### src/rtl/fir_sample_feeder_if.sv
// Source-side and FIR-side handshake bundle for the FIR sample feeder.
// The slave modport is the feeder itself; master is the surrounding source/FIR.
interface fir_sample_feeder_if #(
  parameter int InWidth = 16
);
  logic               s_valid;
  logic [InWidth-1:0] s_data;
  logic               s_ready;
  logic               fir_in_valid;
  logic [InWidth-1:0] fir_in_data;
  logic               fir_out_valid;

  modport slave (
    input  s_valid, s_data, fir_out_valid,
    output s_ready, fir_in_valid, fir_in_data
  );

  modport master (
    output s_valid, s_data, fir_out_valid,
    input  s_ready, fir_in_valid, fir_in_data
  );
endinterface

### src/rtl/fir_sample_feeder.sv
// Buffers source samples and feeds them one at a time to a sequential FIR,
// waiting for each completion and flagging a FIR that never completes.
module fir_sample_feeder #(
  parameter int InWidth       = 16,
  parameter int LogDepth      = 4,
  parameter int TimeoutCycles = 80,
  parameter int TimeoutWidth  = 8
) (
  input  logic                clk,
  input  logic                rst,
  fir_sample_feeder_if.slave  bus,
  output logic [LogDepth:0]   level,
  output logic                busy,
  output logic                timeout_err,
  output logic [15:0]         issued_cnt
);
  localparam int Depth = 1 << LogDepth;
  localparam logic [LogDepth:0] Full = (LogDepth+1)'(Depth);
  localparam logic [TimeoutWidth-1:0] WdLast = TimeoutWidth'(TimeoutCycles - 1);

  typedef enum logic [1:0] {IDLE, ISSUE, WAIT, GAP} state_t;

  state_t                  state_q, state_d;
  logic [InWidth-1:0]      mem [Depth];
  logic [LogDepth-1:0]     wptr, rptr;
  logic [TimeoutWidth-1:0] wdog;
  logic                    ov_prev;
  logic                    push, pop, rise, set_err;

  assign bus.s_ready = (level != Full);
  assign push        = bus.s_valid && bus.s_ready;
  // Pop decision uses the pre-edge level, so a sample written this edge waits one cycle.
  assign pop         = (state_q == IDLE) && (level != '0);
  assign rise        = bus.fir_out_valid && !ov_prev;
  assign busy        = (state_q != IDLE);

  always_ff @(posedge clk) begin
    if (push) mem[wptr] <= bus.s_data;
  end

  always_ff @(posedge clk or posedge rst) begin
    if (rst) begin
      wptr  <= '0;
      rptr  <= '0;
      level <= '0;
    end else begin
      if (push) wptr <= wptr + 1'b1;
      if (pop)  rptr <= rptr + 1'b1;
      case ({push, pop})
        2'b10:   level <= level + 1'b1;
        2'b01:   level <= level - 1'b1;
        default: level <= level;
      endcase
    end
  end

  always_comb begin
    state_d = state_q;
    set_err = 1'b0;
    case (state_q)
      IDLE:  if (level != '0) state_d = ISSUE;
      ISSUE: state_d = WAIT;
      WAIT: begin
        // Completion takes priority over a coincident watchdog expiry.
        if (rise) state_d = GAP;
        else if (wdog == WdLast) begin
          state_d = IDLE;
          set_err = 1'b1;
        end
      end
      GAP:     state_d = IDLE;
      default: state_d = IDLE;
    endcase
  end

  always_ff @(posedge clk or posedge rst) begin
    if (rst) begin
      state_q          <= IDLE;
      ov_prev          <= 1'b0;
      wdog             <= '0;
      timeout_err      <= 1'b0;
      issued_cnt       <= '0;
      bus.fir_in_valid <= 1'b0;
      bus.fir_in_data  <= '0;
    end else begin
      state_q          <= state_d;
      ov_prev          <= bus.fir_out_valid;
      bus.fir_in_valid <= pop;
      if (pop) begin
        bus.fir_in_data <= mem[rptr];
        issued_cnt      <= issued_cnt + 16'd1;
      end
      if (state_q == ISSUE)     wdog <= '0;
      else if (state_q == WAIT) wdog <= wdog + 1'b1;
      if (set_err) timeout_err <= 1'b1;
    end
  end
endmodule
### src/flat_wrapper.sv
// flat-port wrapper written by rule: the top's interface ports become plain ports
module fir_sample_feeder_flat 
#(
  parameter int InWidth       = 16,
  parameter int LogDepth      = 4,
  parameter int TimeoutCycles = 80,
  parameter int TimeoutWidth  = 8
)
  (clk, rst, level, busy, timeout_err, issued_cnt, bus_s_valid, bus_s_data, bus_fir_out_valid, bus_s_ready, bus_fir_in_valid, bus_fir_in_data);
  fir_sample_feeder_if #(.InWidth(InWidth)) bus_i ();
  input  logic clk;
  input  logic rst;
  output logic [LogDepth:0] level;
  output logic busy;
  output logic timeout_err;
  output logic [15:0] issued_cnt;
  input wire logic [$bits(bus_i.s_valid)-1:0] bus_s_valid;
  input wire logic [$bits(bus_i.s_data)-1:0] bus_s_data;
  input wire logic [$bits(bus_i.fir_out_valid)-1:0] bus_fir_out_valid;
  output wire logic [$bits(bus_i.s_ready)-1:0] bus_s_ready;
  output wire logic [$bits(bus_i.fir_in_valid)-1:0] bus_fir_in_valid;
  output wire logic [$bits(bus_i.fir_in_data)-1:0] bus_fir_in_data;
  assign bus_i.s_valid = bus_s_valid;
  assign bus_i.s_data = bus_s_data;
  assign bus_i.fir_out_valid = bus_fir_out_valid;
  assign bus_s_ready = bus_i.s_ready;
  assign bus_fir_in_valid = bus_i.fir_in_valid;
  assign bus_fir_in_data = bus_i.fir_in_data;
  fir_sample_feeder #(.InWidth(InWidth), .LogDepth(LogDepth), .TimeoutCycles(TimeoutCycles), .TimeoutWidth(TimeoutWidth)) u_core (.clk(clk), .rst(rst), .bus(bus_i), .level(level), .busy(busy), .timeout_err(timeout_err), .issued_cnt(issued_cnt));
endmodule
### config.mk
export PLATFORM = sky130hd
export DESIGN_NAME = fir_sample_feeder_flat
export DESIGN_NICKNAME = d
export VERILOG_FILES = /design/src/rtl/fir_sample_feeder_if.sv /design/src/rtl/fir_sample_feeder.sv /design/src/flat_wrapper.sv
export SDC_FILE = /design/constraint.sdc
export NUM_CORES = 1
export LEC_CHECK = 0
export CAP_MARGIN = 20
export CELL_PAD_IN_SITES_DETAIL_PLACEMENT = 1
export CELL_PAD_IN_SITES_GLOBAL_PLACEMENT = 2
export CORE_MARGIN = 2
export CORE_UTILIZATION = 50
export CTS_CLUSTER_SIZE = 24
export DETAILED_ROUTE_END_ITERATION = 16
export PLACE_DENSITY = 0.84
export SETUP_SLACK_MARGIN = 0.5
export SYNTH_ARGS = -nofsm -noshare
export SYNTH_HDL_FRONTEND = slang
export SYNTH_SLANG_ARGS = --single-unit
### constraint.sdc
create_clock -name clk -period 7.7 [get_ports clk]
set_input_delay 1.54 -clock clk [delete_from_list [all_inputs] [get_ports clk]]
set_output_delay 1.54 -clock clk [all_outputs]
set_load 0.01 [all_outputs]
== After elaboration in Yosys (flattened, before gate mapping) ==
Memory sizes are Yosys's and may differ from the RTL's. A register that Yosys moved wholly into a read port is not among the register bits.
Index checks and enable logic that the tools add are counted.

* Register bits: 42
* RAM bits: 256
* Input bits: 20
* Output and inout bits: 41
* Logic and storage cells: 47
* Memories: 1

{| class="wikitable"
|+ Memory list
! name !! depth !! bits a word !! read ports !! clocked after Yosys merged registers in !! wr ports !! RTL line !! source
|-
| u_core.mem || 16 || 16 || 1 || 1 || 1 || fir_sample_feeder.sv:24 || <nowiki>logic [InWidth-1:0] mem [Depth];</nowiki>
|}

* Add/sub/neg operators: 6
* Eq/ne operators: 9
* Muxes and demuxes: 12
* Reductions and logical operators: 10

{| class="wikitable"
|+ Operator list
! operator !! count
|-
| 16-bit by 1-bit adder with 16-bit output, second input constant || 1
|-
| 8-bit two-way mux || 2
|-
| 5-bit case mux with 2 select lines || 1
|-
| 4-bit by 1-bit adder with 4-bit output, second input constant || 2
|-
| 8-bit by 1-bit adder with 8-bit output, second input constant || 1
|-
| 8-bit by 7-bit == test with 1-bit output, second input constant || 1
|-
| 2-bit case mux with 4 select lines || 1
|-
| 2-bit == test, second input constant || 3
|-
| 2-bit two-way mux || 3
|-
| 2-bit nonzero test || 3
|-
| 5-bit by 1-bit adder with 5-bit output, second input constant || 1
|-
| 1-bit two-way mux || 5
|-
| 5-bit != test, second input constant || 1
|-
| 5-bit nonzero test || 1
|-
| 5-bit by 1-bit subtractor with 5-bit output, second input constant || 1
|-
| 2-bit by 1-bit == test with 1-bit output, second input constant || 2
|-
| 1-bit logical AND || 3
|-
| 3-bit by 1-bit != test with 1-bit output, second input constant || 1
|-
| 2-bit zero test || 1
|-
| 2-bit != test, second input constant || 1
|-
| 2-bit AND reduction || 1
|-
| 1-bit zero test || 1
|}

== Longest topological paths before layout ==
* Depth after elaboration: 4
* Gate-level depth with buffers: 12
* Gate-level depth less buffers: 11

== Worst setup path after synthesis ==
No wires, ideal clock.

* Path kind: input to register
* Start: input port bus_s_valid
* End: register u_core.level[4]
* Arrival: 3.769 ns
* Path slack: 3.796 ns
* Stages: 10
* Path through: a21boi_1 > inv_1 > ha_1 > clkbuf_1 > xor2_1 > ha_1 > or3_1 > a2111oi_0 > nor4_1 > xnor2_1

* Word-level cells in the longest chain between the ends: 3

{| class="wikitable"
|+ Ends and longest elaborated chain
! what !! RTL line !! source
|-
| start, declared || flat_wrapper.sv:17 || <nowiki>input wire logic [$bits(bus_i.s_valid)-1:0] bus_s_valid;</nowiki>
|-
| 1-bit logical AND * || fir_sample_feeder.sv:31 || <nowiki>assign push = bus.s_valid && bus.s_ready;</nowiki>
|-
| 2-bit by 1-bit == test with 1-bit output / 2-bit == test (equally long branches) || fir_sample_feeder.sv:49 || <nowiki>case ({push, pop})</nowiki>
|-
| 5-bit case mux with 2 select lines / 2-bit nonzero test (equally long branches) || n/a ||
|-
| end signal, assigned || fir_sample_feeder.sv:50 || <nowiki>2'b10: level <= level + 1'b1;</nowiki>
|-
| end signal, assigned || fir_sample_feeder.sv:51 || <nowiki>2'b01: level <= level - 1'b1;</nowiki>
|-
| end signal, assigned || fir_sample_feeder.sv:52 || <nowiki>default: level <= level;</nowiki>
|-
| end, declared || fir_sample_feeder.sv:12 || <nowiki>output logic [LogDepth:0] level,</nowiki>
|}

Every way passes the cells marked *; elsewhere a longest branch is shown, timed or not.
A chain may end at the register's enable or synchronous reset.

== Worst setup path in the final report ==
Ends and elaborated chain as after synthesis.

==> reports/results.md <==
| Group | Parameter | Reported |
|:---|:---|:---|
| status | Status | finished clean |
| synthesis | Cell types with the largest area share after synthesis | sky130_fd_sc_hd__edfxtp_1 61%, sky130_fd_sc_hd__dfrtp_1 12%, sky130_fd_sc_hd__mux4_2 11% |
| synthesis | Share of synthesized area occupied by flip-flops and latches | 72.90% |
| power | Switching power | 1.723 mW |
| worst setup path | Worst Setup Start Kind | primary input |
| detailed routing | Drt first-iter violations | 569 |
| clock network | Number of sinks on the clock net | 314 |
| final layout | Number of nets in the layout | 782 |
| grt | Antenna violations before repair | 0 |
| detailed routing | Count of vias placed by the detailed router | 6,582 |
| synthesis | XOR/XNOR share of the synthesized area | 1.817% |
| sta | Clock Skews | 0.01240 ns |
| worst setup path | Critical path launch point | bus_s_valid |
| place | Gpl congestion | 0.7548 |
| synthesis | Post-synthesis share of cell area spent on and, or, nand and nor gates | 3.982% |
| worst setup path | CP most frequent cell | sky130_fd_sc_hd__ha_1 |
| final layout | Multi-input combinational cell area | 0.003151 mm^2 |
| sta | Final clock period utilization by the worst path | 58.79% |
| floorplan | Die W | 162.3 um |
| final layout | Most common library cell in the layout ignoring fill and taps | sky130_fd_sc_hd__edfxtp_1 |
| sta | Aggregate negative setup slack | 0 ns |
| synthesis | Share of flip-flops with an asynchronous set or reset | 18.47% |
| worst setup path | Worst Path Required | 8.07 ns |
| grt | Pin count of the biggest net entering global routing | 59 |
| clock network | Cts bufs inserted | 34 |
| worst setup path | Maximum fanout along the worst path | 12 |
| sta | Hold Fails Final Rpt | 0 |
| hold path | Worst Hold Launch | u_core.bus.fir_in_data[10] |
| grt | First-pass GRT wire length | 43.88 mm |
| synthesis | Synth warn | 0 |
| synthesis | Unique cell type count in the Yosys netlist | 52 |
| final layout | Antenna fix cells | 0 |
| place | Post-detail-place hpwl | 16.25 mm |
| synthesis | FF+latch count, synth | 314 |
| job | Max-cap violations | 0 |
| floorplan | Standard cell core area | 0.02446 mm^2 |
| synthesis | Synth area leader | sky130_fd_sc_hd__edfxtp_1 |
| power | Switching power share of the total | 31.11% |
| detailed routing | Routed wire length | 28.59 mm |
| sta | RSZ-0062 raised after global routing | no |
| sta | Max Slew Vio Count | 0 |
| clock network | Master cell of the clock root buffer | sky130_fd_sc_hd__clkbuf_16 |
| clock network | CTS H-tree lvls | 2 |
| hold path | HP Class | reg2reg |
| synthesis | Predominant post-synthesis flop cell | sky130_fd_sc_hd__edfxtp_1 |
| clock network | Maximum clock insertion buffer count | 3 |
| hold path | Worst Hold Depth | 1 |
| floorplan | I/O pin cnt | 61 |
| clock network | Quantity of hold-fixing buffers added after cts | 0 |
| synthesis | Area share of the largest cell type after synthesis | 61.32% |
| synthesis | Fraction of synthesized area in multiplexers | 13.13% |
| floorplan | Row count | 57 |
| worst setup path | Launch point of the worst reg-to-reg path | u_core.level[1] |
| floorplan | DIE AREA | 0.02635 mm^2 |
| synthesis | Number of enable flip-flop cells after synthesis | 256 |
| final layout | Area of all sequential standard cells | 0.009144 mm^2 |
| power | Share of total power in combinational logic | 29.2% |
| synthesis | Complex-gate fraction of the synthesized area | 4.551% |
| synthesis | Share of synthesized cell area in full adder, half adder and majority cells | 1.497% |
| detailed routing | Count of antenna-violating nets left after detailed routing | 0 |
| final layout | Synth-to-Final Area Change | 16.34% |
| sta | Final number of setup-violating endpoints | 0 |
| sta | Time the worst path needs with I/O delays and setup | 4.527 ns |
| worst setup path | Slowest stage cell on the critical path | sky130_fd_sc_hd__a2111oi_0 |
| worst setup path | Cells on worst reg2reg path | 10 |
| worst setup path | Arrival time at the worst endpoint | 4.90 ns |
| synthesis | Combinational family with the most area after synthesis | multiplexers |
| floorplan | Initial Utilization | 51.25% |
| synthesis | Post-synthesis average cell area | 18.85 um^2 |
| grt | Tot GR Track Use | 22.52% |
| power | Relative contribution of the clock network to total power | 28.4% |
| sta | Headroom to the max-slew limit | 28.61% |
| worst setup path | Worst Path Class, Setup | in2reg |
| power | Internal power consumption | 3.817 mW |
| power | Overall power consumption | 5.540 mW |
| floorplan | Chip Height | 162.3 um |
| synthesis | Syn nets | 700 |
| detailed routing | 1st-pass router iterations | 4 |
| clock network | CTS tree | done |
| place | Port Buf Inserts | 60 |
| final layout | Fill count | 2,125 |
| detailed routing | Average wire per cell in the routed design | 26.14 um |
| grt | Via count of the first global-routing pass | 7,173 |
| power | Reg power frac | 42.4% |
| worst setup path | Element type at the critical path end | flop |
| sta | Worst-margin pin slew | 1.071 ns |
| detailed routing | Via density per instance | 6.016 |
| final layout | Commonest cells after routing, fill and taps aside | 256 x sky130_fd_sc_hd__edfxtp_1, 64 x sky130_fd_sc_hd__mux4_2, 60 x sky130_fd_sc_hd__clkdlybuf4s50_1 |
| final layout | Proportion of layout cells with a drive suffix above 1 | 18.83% |
| grt | Global route overflow | 0 |
| detailed routing | Count of unresolved DRC violations after routing | 0 |
| worst setup path | Worst-path cell chain | clkdlybuf4s50_1 > a21boi_1 > inv_1 > ha_1 > xor2_1 > ha_1 > or3_1 > a2111oi_0 > nor4_1 > xnor2_1 |
| clock network | Post-CTS setup buffer count | 0 |
| synthesis | Gate count after technology mapping | 665 |
| sta | Achievable clock frequency | 220.9 MHz |
| power | Largest vdd supply drop | 0.2114 mV |
| synthesis | Total standard cell area after synthesis | 0.01254 mm^2 |
| power | Pwr/cell area | 379.9 mW/mm^2 |
| clock network | Latest clock arrival within the worst-skew pair | 0.50 ns |
| clock network | Number of gates given a new drive strength after cts | 0 |
| clock network | Clock input transition at the sequential cells of the worst setup and hold paths | 0.06 ns |
| worst setup path | Maximum single-stage delay on the critical path | 0.63 ns |
| power | Leak Pwr | 5.087 nW |
state kept, by name, indices dropped and copies added, names as in the netlist:
name	cells
u_core.level	5
u_core.timeout_err	1
u_core.bus.fir_in_data	16
u_core.wptr	4
u_core.mem	256
u_core.bus.fir_in_valid	1
u_core.state_q	2
u_core.ov_prev	1
u_core.issued_cnt	16
u_core.rptr	4
u_core.wdog	8
kinds of logic after synthesis:
| logic type | count (synthesis) |
|---|---|
| adder cells (fa/ha/maj) | 15 |
| multiplexers | 84 |
| AO/OA/AOI/OAI | 79 |
| buffers and inverters | 49 |
| XOR/XNOR | 26 |
| flip-flops | 314 |
| AND/OR/NAND/NOR | 98 |
worst max-delay path, delay by kind of cell:
| kind | cells | cell delay, ns |
|---|---|---|
| AND/OR/NAND/NOR | 2 | 0.55 |
| buffers and inverters | 2 | 0.62 |
| adder cells (fa/ha/maj) | 2 | 0.60 |
| AO/OA/AOI/OAI | 2 | 1.23 |
| XOR/XNOR | 2 | 0.37 |
stage by stage:
step / hold WS, ns / utilization, % / area [um^2] / cells / setup WS [ns]
final: 0.4731 / 59.62 / 14580 / 1094 / 3.173
after global routing: 0.4882 / 59.62 / 14580 / 1094 / 2.993
after CTS: 0.4761 / 59.62 / 14580 / 1094 / 3.230
after detailed placement: 0.4679 / 55.23 / 13510 / 1035 / 2.758
after global placement: 0.4601 / 55.23 / 13510 / 1035 / 3.083
after floorplan: 0.4574 / - / 12540 / 665 / 3.796
routing by layer:
layer	vias up	wire (um)	global-route usage, %	part of all wire (%)
met5	-	0	0	0
met3	66	1311	3.132	4.6
met1	3495	11640	30.12	41
li1	2820	-	-	-
met4	0	761	7.241	2.7
met2	201	14880	38.70	52
layout make-up:
type | instances | share of cell area [%]
tap | 324 | 2.780
multi-input combinational | 302 | 21.60
inverter | 14 | 0.3603
timing repair buffer | 81 | 5.199
clock inverter | 13 | 0.7807
sequential | 314 | 62.70
clock buffer | 46 | 6.580
cells in the mapped netlist, drive strengths merged (7+ instances only):
master,number
edfxtp,256
a211oi,16
mux4,64
nor3,10
clkbuf,11
nand2,28
o22ai,16
o21ai,15
nand4,8
mux2i,17
a21o,17
dfrtp,58
buf,24
nor2,20
xor2,10
inv,14
nand2b,7
ha,15
xnor2,16
final timing paths:
| kind | endpoint | slack [ns] |
|---|---|---|
| max | u_core.level[4] | 3.17 |
| min | u_core.bus.fir_in_data[10] | 0.47 |
| max reg2reg | u_core.level[4] | 3.97 |
| min reg2reg | u_core.bus.fir_in_data[10] | 0.47 |
| max in group asynchronous | u_core.rptr[0] | 5.44 |
| min in group asynchronous | u_core.bus.fir_in_data[13] | 1.63 |
power groups by stage:
stage	clock, mW	combinational [mW]	sequential (mW)
floorplan	0	1.21	2.25
detailed placement	0	1.62	2.38
global route	1.66	1.75	2.38
CTS	1.60	1.64	2.36
global placement	0	1.56	2.36
finish	1.57	1.62	2.35
Power figures use the tool's default switching activity.
